### src/rtl/pipelined_addsub_if.sv
// Operand/result handshake bundle for pipelined_addsub.
// The producer of operands and consumer of results is the master side.
interface pipelined_addsub_if #(
   parameter int unsigned WIDTH = 16
);
   logic             in_valid;
   logic             in_ready;
   logic [WIDTH-1:0] a;
   logic [WIDTH-1:0] b;
   logic             c_in;
   logic             sub;
   logic             out_valid;
   logic             out_ready;
   logic [WIDTH-1:0] sum;
   logic             c_out;
   logic             ovf;
   logic             zero;

   modport master (
      output in_valid, a, b, c_in, sub, out_ready,
      input  in_ready, out_valid, sum, c_out, ovf, zero
   );

   modport slave (
      input  in_valid, a, b, c_in, sub, out_ready,
      output in_ready, out_valid, sum, c_out, ovf, zero
   );
endinterface

### src/rtl/pipelined_addsub.sv
// Pipelined two's-complement adder/subtractor: one SEG-bit ripple segment per stage,
// carries registered between stages, operands skewed in and sum segments delayed out.
module pipelined_addsub #(
   parameter int unsigned WIDTH = 16,
   parameter int unsigned SEG   = 4
) (
   input logic               clk,
   input logic               rst_n,
   pipelined_addsub_if.slave bus
);
   localparam int unsigned STAGES = WIDTH / SEG;
   localparam int unsigned LAST   = STAGES - 1;

   logic             en;
   logic [WIDTH-1:0] b_eff;
   logic             cin0;
   logic             ovf_q;
   logic             zero_q;

   // Whole pipe advances together; a stalled output freezes every stage.
   assign en           = !bus.out_valid || bus.out_ready;
   assign bus.in_ready = en;
   assign b_eff        = bus.sub ? ~bus.b : bus.b;
   assign cin0         = bus.sub | bus.c_in;

   for (genvar k = 0; k < STAGES; k++) begin : g_stage
      localparam int unsigned LoW = (k + 1) * SEG;

      logic [SEG-1:0] seg_a;
      logic [SEG-1:0] seg_b;
      logic           cin;
      logic           vin;
      logic [SEG:0]   seg_sum;
      logic [LoW-1:0] lo_d;
      logic           valid_q;
      logic           cy_q;
      logic [LoW-1:0] lo_q;

      if (k == 0) begin : g_first
         assign seg_a = bus.a[SEG-1:0];
         assign seg_b = b_eff[SEG-1:0];
         assign cin   = cin0;
         assign vin   = bus.in_valid;
         assign lo_d  = seg_sum[SEG-1:0];
      end else begin : g_next
         assign seg_a = g_stage[k-1].g_skew.a_hi_q[SEG-1:0];
         assign seg_b = g_stage[k-1].g_skew.b_hi_q[SEG-1:0];
         assign cin   = g_stage[k-1].cy_q;
         assign vin   = g_stage[k-1].valid_q;
         assign lo_d  = {seg_sum[SEG-1:0], g_stage[k-1].lo_q};
      end

      assign seg_sum = {1'b0, seg_a} + {1'b0, seg_b} + {{SEG{1'b0}}, cin};

      always_ff @(posedge clk or negedge rst_n) begin
         if (!rst_n) begin
            valid_q <= 1'b0;
            cy_q    <= 1'b0;
            lo_q    <= '0;
         end else if (en) begin
            valid_q <= vin;
            cy_q    <= seg_sum[SEG];
            lo_q    <= lo_d;
         end
      end

      // Operand bits not yet consumed ride along until their stage comes up.
      if (k < STAGES - 1) begin : g_skew
         localparam int unsigned HiW = WIDTH - LoW;

         logic [HiW-1:0] a_hi_d;
         logic [HiW-1:0] b_hi_d;
         logic [HiW-1:0] a_hi_q;
         logic [HiW-1:0] b_hi_q;

         if (k == 0) begin : g_src_in
            assign a_hi_d = bus.a[WIDTH-1:SEG];
            assign b_hi_d = b_eff[WIDTH-1:SEG];
         end else begin : g_src_prev
            assign a_hi_d = g_stage[k-1].g_skew.a_hi_q[HiW+SEG-1:SEG];
            assign b_hi_d = g_stage[k-1].g_skew.b_hi_q[HiW+SEG-1:SEG];
         end

         always_ff @(posedge clk or negedge rst_n) begin
            if (!rst_n) begin
               a_hi_q <= '0;
               b_hi_q <= '0;
            end else if (en) begin
               a_hi_q <= a_hi_d;
               b_hi_q <= b_hi_d;
            end
         end
      end
   end

   // Carry into the MSB is recovered as a ^ b ^ s at that bit.
   always_ff @(posedge clk or negedge rst_n) begin
      if (!rst_n) begin
         ovf_q  <= 1'b0;
         zero_q <= 1'b0;
      end else if (en) begin
         ovf_q  <= g_stage[LAST].seg_a[SEG-1] ^ g_stage[LAST].seg_b[SEG-1] ^
                   g_stage[LAST].seg_sum[SEG-1] ^ g_stage[LAST].seg_sum[SEG];
         zero_q <= (g_stage[LAST].lo_d == '0);
      end
   end

   assign bus.out_valid = g_stage[LAST].valid_q;
   assign bus.sum       = g_stage[LAST].lo_q;
   assign bus.c_out     = g_stage[LAST].cy_q;
   assign bus.ovf       = ovf_q;
   assign bus.zero      = zero_q;
endmodule

### src/flat_wrapper.sv
// flat-port wrapper written by rule: the top's interface ports become plain ports
module pipelined_addsub_flat 
#(
   parameter int unsigned WIDTH = 16,
   parameter int unsigned SEG   = 4
)
  (clk, rst_n, bus_in_valid, bus_a, bus_b, bus_c_in, bus_sub, bus_out_ready, bus_in_ready, bus_out_valid, bus_sum, bus_c_out, bus_ovf, bus_zero);
  pipelined_addsub_if #(.WIDTH(WIDTH)) bus_i ();
  input logic clk;
  input logic rst_n;
  input wire logic [$bits(bus_i.in_valid)-1:0] bus_in_valid;
  input wire logic [$bits(bus_i.a)-1:0] bus_a;
  input wire logic [$bits(bus_i.b)-1:0] bus_b;
  input wire logic [$bits(bus_i.c_in)-1:0] bus_c_in;
  input wire logic [$bits(bus_i.sub)-1:0] bus_sub;
  input wire logic [$bits(bus_i.out_ready)-1:0] bus_out_ready;
  output wire logic [$bits(bus_i.in_ready)-1:0] bus_in_ready;
  output wire logic [$bits(bus_i.out_valid)-1:0] bus_out_valid;
  output wire logic [$bits(bus_i.sum)-1:0] bus_sum;
  output wire logic [$bits(bus_i.c_out)-1:0] bus_c_out;
  output wire logic [$bits(bus_i.ovf)-1:0] bus_ovf;
  output wire logic [$bits(bus_i.zero)-1:0] bus_zero;
  assign bus_i.in_valid = bus_in_valid;
  assign bus_i.a = bus_a;
  assign bus_i.b = bus_b;
  assign bus_i.c_in = bus_c_in;
  assign bus_i.sub = bus_sub;
  assign bus_i.out_ready = bus_out_ready;
  assign bus_in_ready = bus_i.in_ready;
  assign bus_out_valid = bus_i.out_valid;
  assign bus_sum = bus_i.sum;
  assign bus_c_out = bus_i.c_out;
  assign bus_ovf = bus_i.ovf;
  assign bus_zero = bus_i.zero;
  pipelined_addsub #(.WIDTH(WIDTH), .SEG(SEG)) u_core (.clk(clk), .rst_n(rst_n), .bus(bus_i));
endmodule
### config.mk
export PLATFORM = sky130hd
export DESIGN_NAME = pipelined_addsub_flat
export DESIGN_NICKNAME = d
export VERILOG_FILES = /design/src/rtl/pipelined_addsub_if.sv /design/src/rtl/pipelined_addsub.sv /design/src/flat_wrapper.sv
export SDC_FILE = /design/constraint.sdc
export NUM_CORES = 1
export LEC_CHECK = 0
export ABC_AREA = 1
export CORE_ASPECT_RATIO = 1.4
export CORE_MARGIN = 2
export CORE_UTILIZATION = 40
export DETAILED_ROUTE_END_ITERATION = 8
export MAX_ROUTING_LAYER = met4
export PLACE_DENSITY_LB_ADDON = 0.05
export RECOVER_POWER = 25
export SLEW_MARGIN = 20
export SYNTH_ARGS = -nofsm -noshare
export SYNTH_HDL_FRONTEND = slang
export SYNTH_SLANG_ARGS = --single-unit
### constraint.sdc
create_clock -name clk -period 3.5 [get_ports clk]
set_input_delay 0.525 -clock clk [delete_from_list [all_inputs] [get_ports clk]]
set_output_delay 0.525 -clock clk [all_outputs]
set_load 0.05 [all_outputs]
==> results.yml, run 1 <==
drt:
  num_vias: 3099
  post_drt_wl_per_cell_um: 12.6
  wirelength_um: 8400
  ant_nets: 0
  drt-pass1-iter-count: 4
  route.detailed.drc: 0
  first_iter_violations: 181
  vias_per_cell: 4.65
critical_path:
  worst_ep_required_time_ps: 2970
  r2r_cells: 7
  path_class: "input pin to output port"
  worst-path-buf-inv: 3
  critical-path-slowest-cell: "clkdlybuf4s50_1"
  path_depth: 4
  cp_max_fo: 5
  critical_path_arrival_ps: 1970
  cp_slowest_stage_delay_ps: 820
  startpoint_type: "input pin"
  path_delay_family: "buffers and inverters"
  crit_chain: "clkdlybuf4s50_1 -> inv_2 -> nand2_4 -> clkdlybuf4s50_1"
  cp-end-kind: "output port"
  cp_common_cell: "clkdlybuf4s50_1"
place:
  buffer_ports.inserted: 58
  gp_congestion: 0.785
  place_hpwl_um: 5620
sta:
  finClkSkew_ps: 4.97
  min_period_ps: 2490
  final-hold-violation-count: 0
  setup_viol: 0
  max_freq_mhz: 401
  drv_slew: 0
  fin_tns_setup_ps: 0
  fin_crit_sh: 0.713
  relSlewSlack: 0.0348
  worst_pin_slew_ps: 1450
  rsz0062_at_grt: "false"
  hold_ws_ps: 444
logic_synthesis:
  yosysTopAreaCell: "dfrtp_1"
  netlist_instances: 468
  syn_area_per_cell_um2: 9.50
  syn_nets: 526
  syn_area_um2: 4450
  yosys_warnings: 0
  synth_cell_type_count: 27
  synth_top_area_frac: 0.551
  synth_area_leaders: "dfrtp_1, nand2_1, o21ai_0"
  ys_ff_latch: 98
  ys_seq_area_frac: 0.551
job:
  drv_cap: 0
cts:
  clock_sinks: 98
  clock_latency_ps: 340
  cts_tree: "yes"
  clk_pin_slew_worst_paths_ps: 60
  cts-resized-gates: 0
  cts_setup_buffers: 0
  htreeDepth: 3
  root_buffer: "clkbuf_16"
  postCtsHoldBufs: 0
  cts_buffers: 9
  clockBufferDepth: 2
global_route:
  track_usage: 0.163
  grt_pass1_vias: 3159
  grt_start_max_net_pins: 87
  grt_pass1_wl_um: 14700
  overflow: 0
  grt_antenna_before_repair: 0
floorplan:
  die-area_um2: 12000
  rows: 45
  die_w_um: 93.1
  core_area_um2: 10900
  die_h_um: 129
  ios: 59
  initial_core_util: 0.409
outcome:
  status: "complete, no violations"
final_layout:
  syn_to_final_growth_pct: 20.7
  n_fill_cell: 1015
  drive_gt1_frac: 0.0800
  antenna_cells: 0
  nets: 578
worst_hold_path:
  hold_path.class: "flop to flop"
  hold_depth: 2
power:
  ir_drop_v: 0.000285
  p_per_area_nw_per_um2: 907
  leakage_nw: 2.52
==> worst paths after layout <==
| check | to | slack, ps | from |
|---|---|---|---|
| worst max-delay path | bus_in_ready | 1010 | bus_out_ready |
| worst min-delay path | u_core.bus.out_valid$_DFFE_PN0P_ | 440 | u_core.g_stage[2].valid_q$_DFFE_PN0P_ |
| worst max register to register | u_core.bus.zero$_DFFE_PN0P_ | 1520 | u_core.g_stage[2].g_skew.b_hi_q[0]$_DFFE_PN0P_ |
| worst min register to register | u_core.bus.out_valid$_DFFE_PN0P_ | 440 | u_core.g_stage[2].valid_q$_DFFE_PN0P_ |
| max in group asynchronous | u_core.bus.sum[0]$_DFFE_PN0P_ | 1930 | rst_n |
| min in group asynchronous | u_core.bus.sum[5]$_DFFE_PN0P_ | 520 | rst_n |
==> cell type report <==
cell class	instances	area, um2	share of cell area
inverters	41	156	0.0291
clock inverters	2	12.5	0.00233
well taps	141	176	0.0329
multi-input cells	307	1690	0.315
clock buffers	14	254	0.0473
flip-flops and latches	98	2450	0.457
repair buffers	63	626	0.117
==> registers in the layout, summed over array words and instances (netlist names) <==
signal / cells
u_core.g_stage.valid_q: 3
u_core.g_stage.g_skew.a_hi_q: 24
u_core.bus.out_valid: 1
u_core.bus.ovf: 1
u_core.g_stage.lo_q: 24
u_core.bus.c_out: 1
u_core.bus.sum: 16
u_core.g_stage.g_skew.b_hi_q: 24
u_core.g_stage.cy_q: 3
u_core.bus.zero: 1
==> cells in the final DEF (no fill, tap or decap), types with 8 or more instances in the layout <==
cell type          n
nor2_1            19
dfrtp_1           98
xnor2_1           12
clkbuf_16          9
ha_1              12
o21ai_0           53
o21ai_1           12
fa_1               8
nand3_1           12
o21ai_2           10
nand2_1          136
nand2_2           10
clkdlybuf4s50_1   57
a21oi_1            8
inv_1             39
==> worst min-delay path: cells and delay by family (launching register included) <==
| kind | cells | cell delay, ps |
|---|---|---|
| buf+inv | 1 | 40 |
| flops | 1 | 320 |
| simple gates | 1 | 50 |
==> cell families (layout without fill, tap and decap cells) <==
kind of cell             Yosys count  after routing  share of synthesized area
XOR/XNOR                          16             16                     0.0315
AO/OA/AOI/OAI                     87             87                      0.108
AND/OR/NAND/NOR                  184            184                      0.171
buffers and inverters             63            120                     0.0687
flip-flops                        98             98                      0.551
adder cells (fa/ha/maj)           20             20                     0.0698
==> report_power, final <==
group          total, mW  internal, mW  switching, mW
clock              0.898         0.501          0.396
sequential          1.91          1.63          0.273
combinational       2.06         0.755           1.31
total               4.87          2.89           1.97
==> per-stage QoR <==
| stage | power [mW] | setup WS (ps) | utilization | std cells | area, um2 |
|---|---|---|---|---|---|
| after floorplan | 3.42 | 1170 | - | 468 | 4450 |
| after global placement | 3.98 | 758 | 0.470 | 650 | 5100 |
| after detailed placement | 4.02 | 733 | 0.470 | 650 | 5100 |
| after CTS | 4.95 | 989 | 0.494 | 666 | 5370 |
| after global routing | 5.30 | 937 | 0.494 | 666 | 5370 |
| final | 4.87 | 1010 | 0.494 | 666 | 5370 |
==> synth_stat cells, drive strengths merged <==
master  number
clkbuf       3
o31ai        1
o21a         1
fa           8
a31oi        2
or2          1
nand4        1
buf         19
inv         41
nand3       12
a21oi        8
dfrtp       98
xnor2       12
ha          12
nor2        19
o21ai       75
nand3b       4
nand2      147
xor2         4
==> per-layer routing <==
layer  GRT usage  share of wire  wire (um)
met1       0.196           0.46       3880
met2       0.271           0.49       4080
met3      0.0316          0.035        296
met4      0.0623          0.018        153
met5           -              0          0
(Power assumes the default switching activity.)
==> run 2, diff against run 1 <==
- clock period: 3.5 -> 2.2 ns (I/O delays scaled with it)
==> run 2 against run 1 <==
  * Clock skew hardly changed
  * Worst hold slack improved by 15 ps
  * Setup slack got worse by 800 ps
  * Sequential power increased by 59%
  * Global-route usage increased by 0.41 points
  * Combinational power increased by 62%
  * Clock-buffer cell count unchanged
  * Final area increased by 1.7%
  * Sequential cell count did not move
  * Register-to-register slack got worse by 1300 ps
  * Critical path type unchanged
  * Largest cell class unchanged
==> results.yml, run 2 (synthesis gave the netlist of run 1 again) <==
outcome:
  status: "complete, no violations"
drt:
  route.detailed.drc: 0
  num_vias: 3138
  drt-pass1-iter-count: 4
  first_iter_violations: 165
  post_drt_wl_per_cell_um: 12.7
  wirelength_um: 8560
  vias_per_cell: 4.66
  ant_nets: 0
final_layout:
  layout_common_cells: "nand2_1, dfrtp_1, clkdlybuf4s50_1"
  syn_to_final_growth_pct: 22.7
  fin_util: 0.502
  largest_registers: "u_core.g_stage.g_skew.a_hi_q: 24 flops, u_core.g_stage.g_skew.b_hi_q: 24 flops, u_core.g_stage.lo_q: 24 flops"
  antenna_cells: 0
  finalInstanceArea_um2: 5460
  drive_gt1_frac: 0.0882
  layout_commonest_cell: "nand2_1"
  multi_input_area_um2: 1680
  n_fill_cell: 1023
  regArea_um2: 2450
  nets: 586
cts:
  clock_latency_ps: 340
  cts_setup_buffers: 0
  cts_tree: "yes"
  clk_pin_slew_worst_paths_ps: 60
  cts_buffers: 9
  root_buffer: "clkbuf_16"
  htreeDepth: 3
  clock_sinks: 98
  clockBufferDepth: 2
critical_path:
  crit_chain: "dlygate4sd3_1 -> clkinv_1 -> nand2_1 -> buf_12 -> buf_12"
  cp_max_fo: 44
  cp_slowest_stage_delay_ps: 530
  cp_common_cell: "buf_12"
  startpoint_type: "input pin"
  cp-end-kind: "output port"
  critical_path_arrival_ps: 1670
  worst_ep_required_time_ps: 1870
  critical-path-slowest-cell: "dlygate4sd3_1"
  path_class: "input pin to output port"
global_route:
  grt_pass1_vias: 3110
  grt_start_max_net_pins: 45
  track_usage: 0.167
  grt_pass1_wl_um: 14900
  grt_antenna_before_repair: 0
  overflow: 0
sta:
  final-hold-violation-count: 0
  worst_pin_slew_ps: 1000
  drv_slew: 0
  fin_crit_sh: 0.908
  relSlewSlack: 0.331
  rsz0062_at_grt: "false"
  setup_viol: 0
  max_freq_mhz: 500
  fin_ws_ps: 202
  finClkSkew_ps: 4.63
  min_period_ps: 2000
place:
  place_hpwl_um: 5930
  gp_congestion: 0.856
  buffer_ports.inserted: 58
  placed_cell_area_um2: 5190
  place_ws_ps: -337
floorplan:
  ios: 59
  rows: 45
  core_area_um2: 10900
  die_h_um: 129
  die-area_um2: 12000
  die_w_um: 93.1
  initial_core_util: 0.409
power:
  ir_drop_v: 0.000470
  p_int_mw: 4.65
  pwr-share-comb: 0.428
  pwr-share-seq: 0.388
  leakage_nw: 2.58
  power_switching_mw: 3.17
  clkPwrFrac: 0.184
  p_per_area_nw_per_um2: 1430
  swShare: 0.405
worst_hold_path:
  hold_path.class: "flop to flop"
job:
  drv_cap: 0
[run 2: stage by stage]
step                      hold slack, ps  power [mW]  TNS [ps]  std cells
after global routing                 492        8.49         0        674
after CTS                            462        7.95         0        674
final                                458        7.81         0        674
after floorplan                     34.4        5.44         0        468
after detailed placement             340        6.47      -893        657
after global placement               340        6.38      -769        657
[run 2: path summary, 6_finish.rpt]
path                                                           startpoint                               end  slack [ps]  depth (start not counted)
max in group asynchronous                                           rst_n       u_core.bus.zero$_DFFE_PN0P_         750                          3
max reg2reg                u_core.g_stage[2].g_skew.b_hi_q[0]$_DFFE_PN0P_       u_core.bus.zero$_DFFE_PN0P_         240                          7
max                                                         bus_out_ready                      bus_in_ready         200                          5
min                                 u_core.g_stage[2].valid_q$_DFFE_PN0P_  u_core.bus.out_valid$_DFFE_PN0P_         460                          2
min in group asynchronous                                           rst_n     u_core.bus.sum[4]$_DFFE_PN0P_         680                          2
min reg2reg                         u_core.g_stage[2].valid_q$_DFFE_PN0P_  u_core.bus.out_valid$_DFFE_PN0P_         460                          2
[run 2: routing by layer]
metal / wire length [um] / vias to the layer above / GRT usage / share of wire
met4: 302 / 0 / 0.103 / 0.035
met3: 235 / 17 / 0.0258 / 0.027
li1: - / 1600 / - / -
met2: 4010 / 52 / 0.254 / 0.47
met1: 4010 / 1469 / 0.210 / 0.47
met5: 0 / - / - / 0
[run 2: layout make-up]
class                      instances  area share
sequential                        98       0.450
multi-input combinational        307       0.308
timing repair buffer              71       0.132
clock buffer                      14      0.0466
tap                              141      0.0323
inverter                          41      0.0287
clock inverter                     2     0.00229
[run 2: timing repair]
| action | CTS | global route |
|---|---|---|
| endpoints found under the hold margin | 34 | 0 |
| hold buffers | 1 | 0 |
| resized for setup | 0 | 1 |
| setup endpoints to repair | 0 | 2 |
[run 2: worst max-delay path: cells and delay by family]
| family | cells | cell delay [ps] |
|---|---|---|
| buf+inv | 4 | 1020 |
| simple gates | 1 | 290 |
[run 2: power groups by stage]
stage	logic [mW]	registers, mW	clock network [mW]
3_5_place_dp	3.40	3.07	0
2_1_floorplan	1.86	3.58	0
4_1_cts	3.41	3.05	1.49
3_3_place_gp	3.33	3.06	0
5_1_grt	3.79	3.13	1.57
6_report	3.34	3.03	1.44
==> run 3, diff against run 2 <==
- ABC_AREA: 1 -> default
- clock period: 2.2 -> 1.75 ns (I/O delays scaled with it)
==> run 3 against run 2 <==
  * The flow now finishes with violations (setup timing)
  * Worst hold slack lost 12 ps
  * Clock power increased by 38%
  * Clock skew increased by 2.2 ps
  * Synthesized cell count is 2.4% lower
  * Sequential cell count is the same
  * Clock-buffer cell count is 3 lower
  * Combinational power is 27% higher
  * Global-route usage decreased by 1.2 points
  * Largest cell class unchanged
  * Largest power group unchanged
==> results.yml, run 3 <==
cts:
  clock_sinks: 98
  clk_pin_slew_worst_paths_ps: 60
  htreeDepth: 3
  clock_latency_ps: 340
  clockBufferDepth: 2
  root_buffer: "clkbuf_16"
  cts_tree: "yes"
  cts_buffers: 9
logic_synthesis:
  ys_dominant_reg_cell: "dfrtp_1"
  syn_area_um2: 4310
  async_flop_share: 1.00
  synth.most_common_cell: "nand2_1"
  ys_seq_area_frac: 0.569
  yosys-mux-area-fraction: 0.00261
  synth_fa_ha_area_frac: 0.0721
  synth_xor_area_frac: 0.0488
  syn_nets: 515
  synth_top_area_frac: 0.569
  synth_cell_type_count: 27
  netlist_instances: 457
  ys_ff_latch: 98
  synth_compound_area_frac: 0.0552
  yosys_warnings: 0
  ys_top_cells_by_count: "nand2_1, dfrtp_1, o21ai_1"
  synth_area_leaders: "dfrtp_1, nand2_1, fa_1"
  synth_top_family_by_area: "simple AND/OR/NAND/NOR gates"
  synth_edf_count: 0
  yosys.area_share.simple: 0.221
  yosysTopAreaCell: "dfrtp_1"
  syn_area_per_cell_um2: 9.42
power:
  finalPower_mw: 10.1
  leakage_nw: 2.73
  power_switching_mw: 3.94
  ir_drop_v: 0.000622
  swShare: 0.389
  p_int_mw: 6.19
  pwr-share-seq: 0.384
  clkPwrFrac: 0.196
  pwr-share-comb: 0.419
  p_per_area_nw_per_um2: 1850
drt:
  post_drt_wl_per_cell_um: 12.1
  vias_per_cell: 4.48
  num_vias: 2982
  drt-pass1-iter-count: 5
  first_iter_violations: 134
  ant_nets: 0
  wirelength_um: 8010
  route.detailed.drc: 0
sta:
  fin_crit_sh: 1.06
  rsz0062_at_grt: "true"
  max_freq_mhz: 539
  final-hold-violation-count: 0
  setup_viol: 3
  hold_ws_ps: 447
  relSlewSlack: 0.605
  worst_pin_slew_ps: 593
  finClkSkew_ps: 6.79
  fin_tns_setup_ps: -227
  drv_slew: 0
  fin_ws_ps: -107
  min_period_ps: 1860
global_route:
  grt_pass1_vias: 2938
  grt_start_max_net_pins: 69
  overflow: 0
  track_usage: 0.155
  grt_antenna_before_repair: 0
  grt_pass1_wl_um: 13900
critical_path:
  path_class: "flop to flop"
  startpoint_type: "flop"
  reg2reg_to: "u_core.bus.ovf$_DFFE_PN0P_"
  worst_ep_required_time_ps: 1980
  cp-end-kind: "flop"
  crit_start: "u_core.g_stage[2].cy_q$_DFFE_PN0P_"
  endpoint: "u_core.bus.ovf$_DFFE_PN0P_"
  r2r_slack_ps: -110
  critical_path_arrival_ps: 2080
  r2r-start: "u_core.g_stage[2].cy_q$_DFFE_PN0P_"
  cp_max_fo: 2
  r2r_cells: 6
final_layout:
  drive_gt1_frac: 0.142
  final_cells: 665
  finalInstanceArea_um2: 5470
  antenna_cells: 0
  syn_to_final_growth_pct: 27.0
  largest_registers: "u_core.g_stage.g_skew.a_hi_q: 24 flops, u_core.g_stage.g_skew.b_hi_q: 24 flops, u_core.g_stage.lo_q: 24 flops"
  nets: 581
  layout_common_cells: "nand2_1, dfrtp_1, clkdlybuf4s50_1, buf_4, o21ai_1"
  layout_commonest_cell: "nand2_1"
  fin_util: 0.526
place:
  buffer_ports.inserted: 58
  place_hpwl_um: 5750
  place_ws_ps: -560
  gp_congestion: 0.735
  dp_cells: 649
  placed_cell_area_um2: 5120
floorplan:
  die-area_um2: 11600
  die_h_um: 127
  rows: 44
  die_w_um: 91.7
  ios: 59
  core_area_um2: 10400
  initial_core_util: 0.414
job:
  drv_cap: 0
worst_hold_path:
  hold_path.class: "input pin to flop"
outcome:
  status: "complete, but fails checks"
  violations: "setup timing"
-- run 3: changes by cell type after synthesis, sizes merged, moves of 5 or more --
| cell | delta |
|---|---|
| a21o | +7 |
| a21oi | +5 |
| clkbuf | +5 |
| inv | -36 |
| nand2 | +79 |
| nand3 | -12 |
| nor2 | -12 |
| o21ai | -51 |
| xnor2 | +5 |
-- run 3: how the worst min path moves through the flow --
| stage | start | endpoint | cells past startpoint |
|---|---|---|---|
| finish | bus_in_valid | u_core.g_stage[0].valid_q$_DFFE_PN0P_ | 3 |
| global placement | rst_n | u_core.bus.sum[10]$_DFFE_PN0P_ | 1 |
| detailed placement | rst_n | u_core.g_stage[1].g_skew.b_hi_q[5]$_DFFE_PN0P_ | 1 |
| floorplan | rst_n | u_core.bus.c_out$_DFFE_PN0P_ | 0 |
| global route | bus_a[15] | u_core.g_stage[0].g_skew.a_hi_q[11]$_DFFE_PN0P_ | 3 |
| CTS | rst_n | u_core.g_stage[1].g_skew.b_hi_q[5]$_DFFE_PN0P_ | 2 |
-- run 3: timing repair --
action,in CTS,in global routing
hold buffers,1,0
setup buffers,0,0
endpoints found under the setup margin,7,7
endpoints found under the hold margin,21,0
pin swaps,1,10
gates resized for setup,5,9
-- run 3: per-layer routing --
metal	vias to the layer above	GRT usage	routed length (um)
met5	-	-	0
met3	8	0.0368	303
met1	1357	0.192	3730
li1	1560	-	-
met4	0	0.0606	116
met2	57	0.245	3860
-- run 3: final cells by class --
class                           instances  area [um2]
Clock inverter                          4        51.3
Inverter                                5        18.8
Timing Repair Buffer                   78         742
Multi-Input combinational cell        331        1780
Sequential cell                        98        2450
Clock buffer                           11         253
Fill cell                            1008        4940
Tap cell                              138         173
-- run 3: power groups by stage --
stage / combinational [mW] / sequential, mW / clock (mW)
after detailed placement: 4.19 / 3.94 / 0
after global placement: 4.13 / 3.90 / 0
after CTS: 4.30 / 3.91 / 2.07
after floorplan: 2.26 / 4.53 / 0
final: 4.25 / 3.89 / 1.99
after global routing: 4.73 / 4.03 / 2.16
-- run 3: critical path, stage by stage (launching register included) --
cell and delay [ps]:
dfrtp_1 400, fa_2 420, fa_2 400, a21o_1 180, a21oi_2 150, xnor2_1 130
o21ai_1 70
-- run 3: kinds of logic (layout without fill, tap and decap cells) --
kind of cell	after synthesis	in the layout
XOR/XNOR	24	24
buffers and inverters	28	98
multiplexers	1	1
AO/OA/AOI/OAI	44	44
AND/OR/NAND/NOR	242	242
flip-flops	98	98
adder cells (fa/ha/maj)	20	20
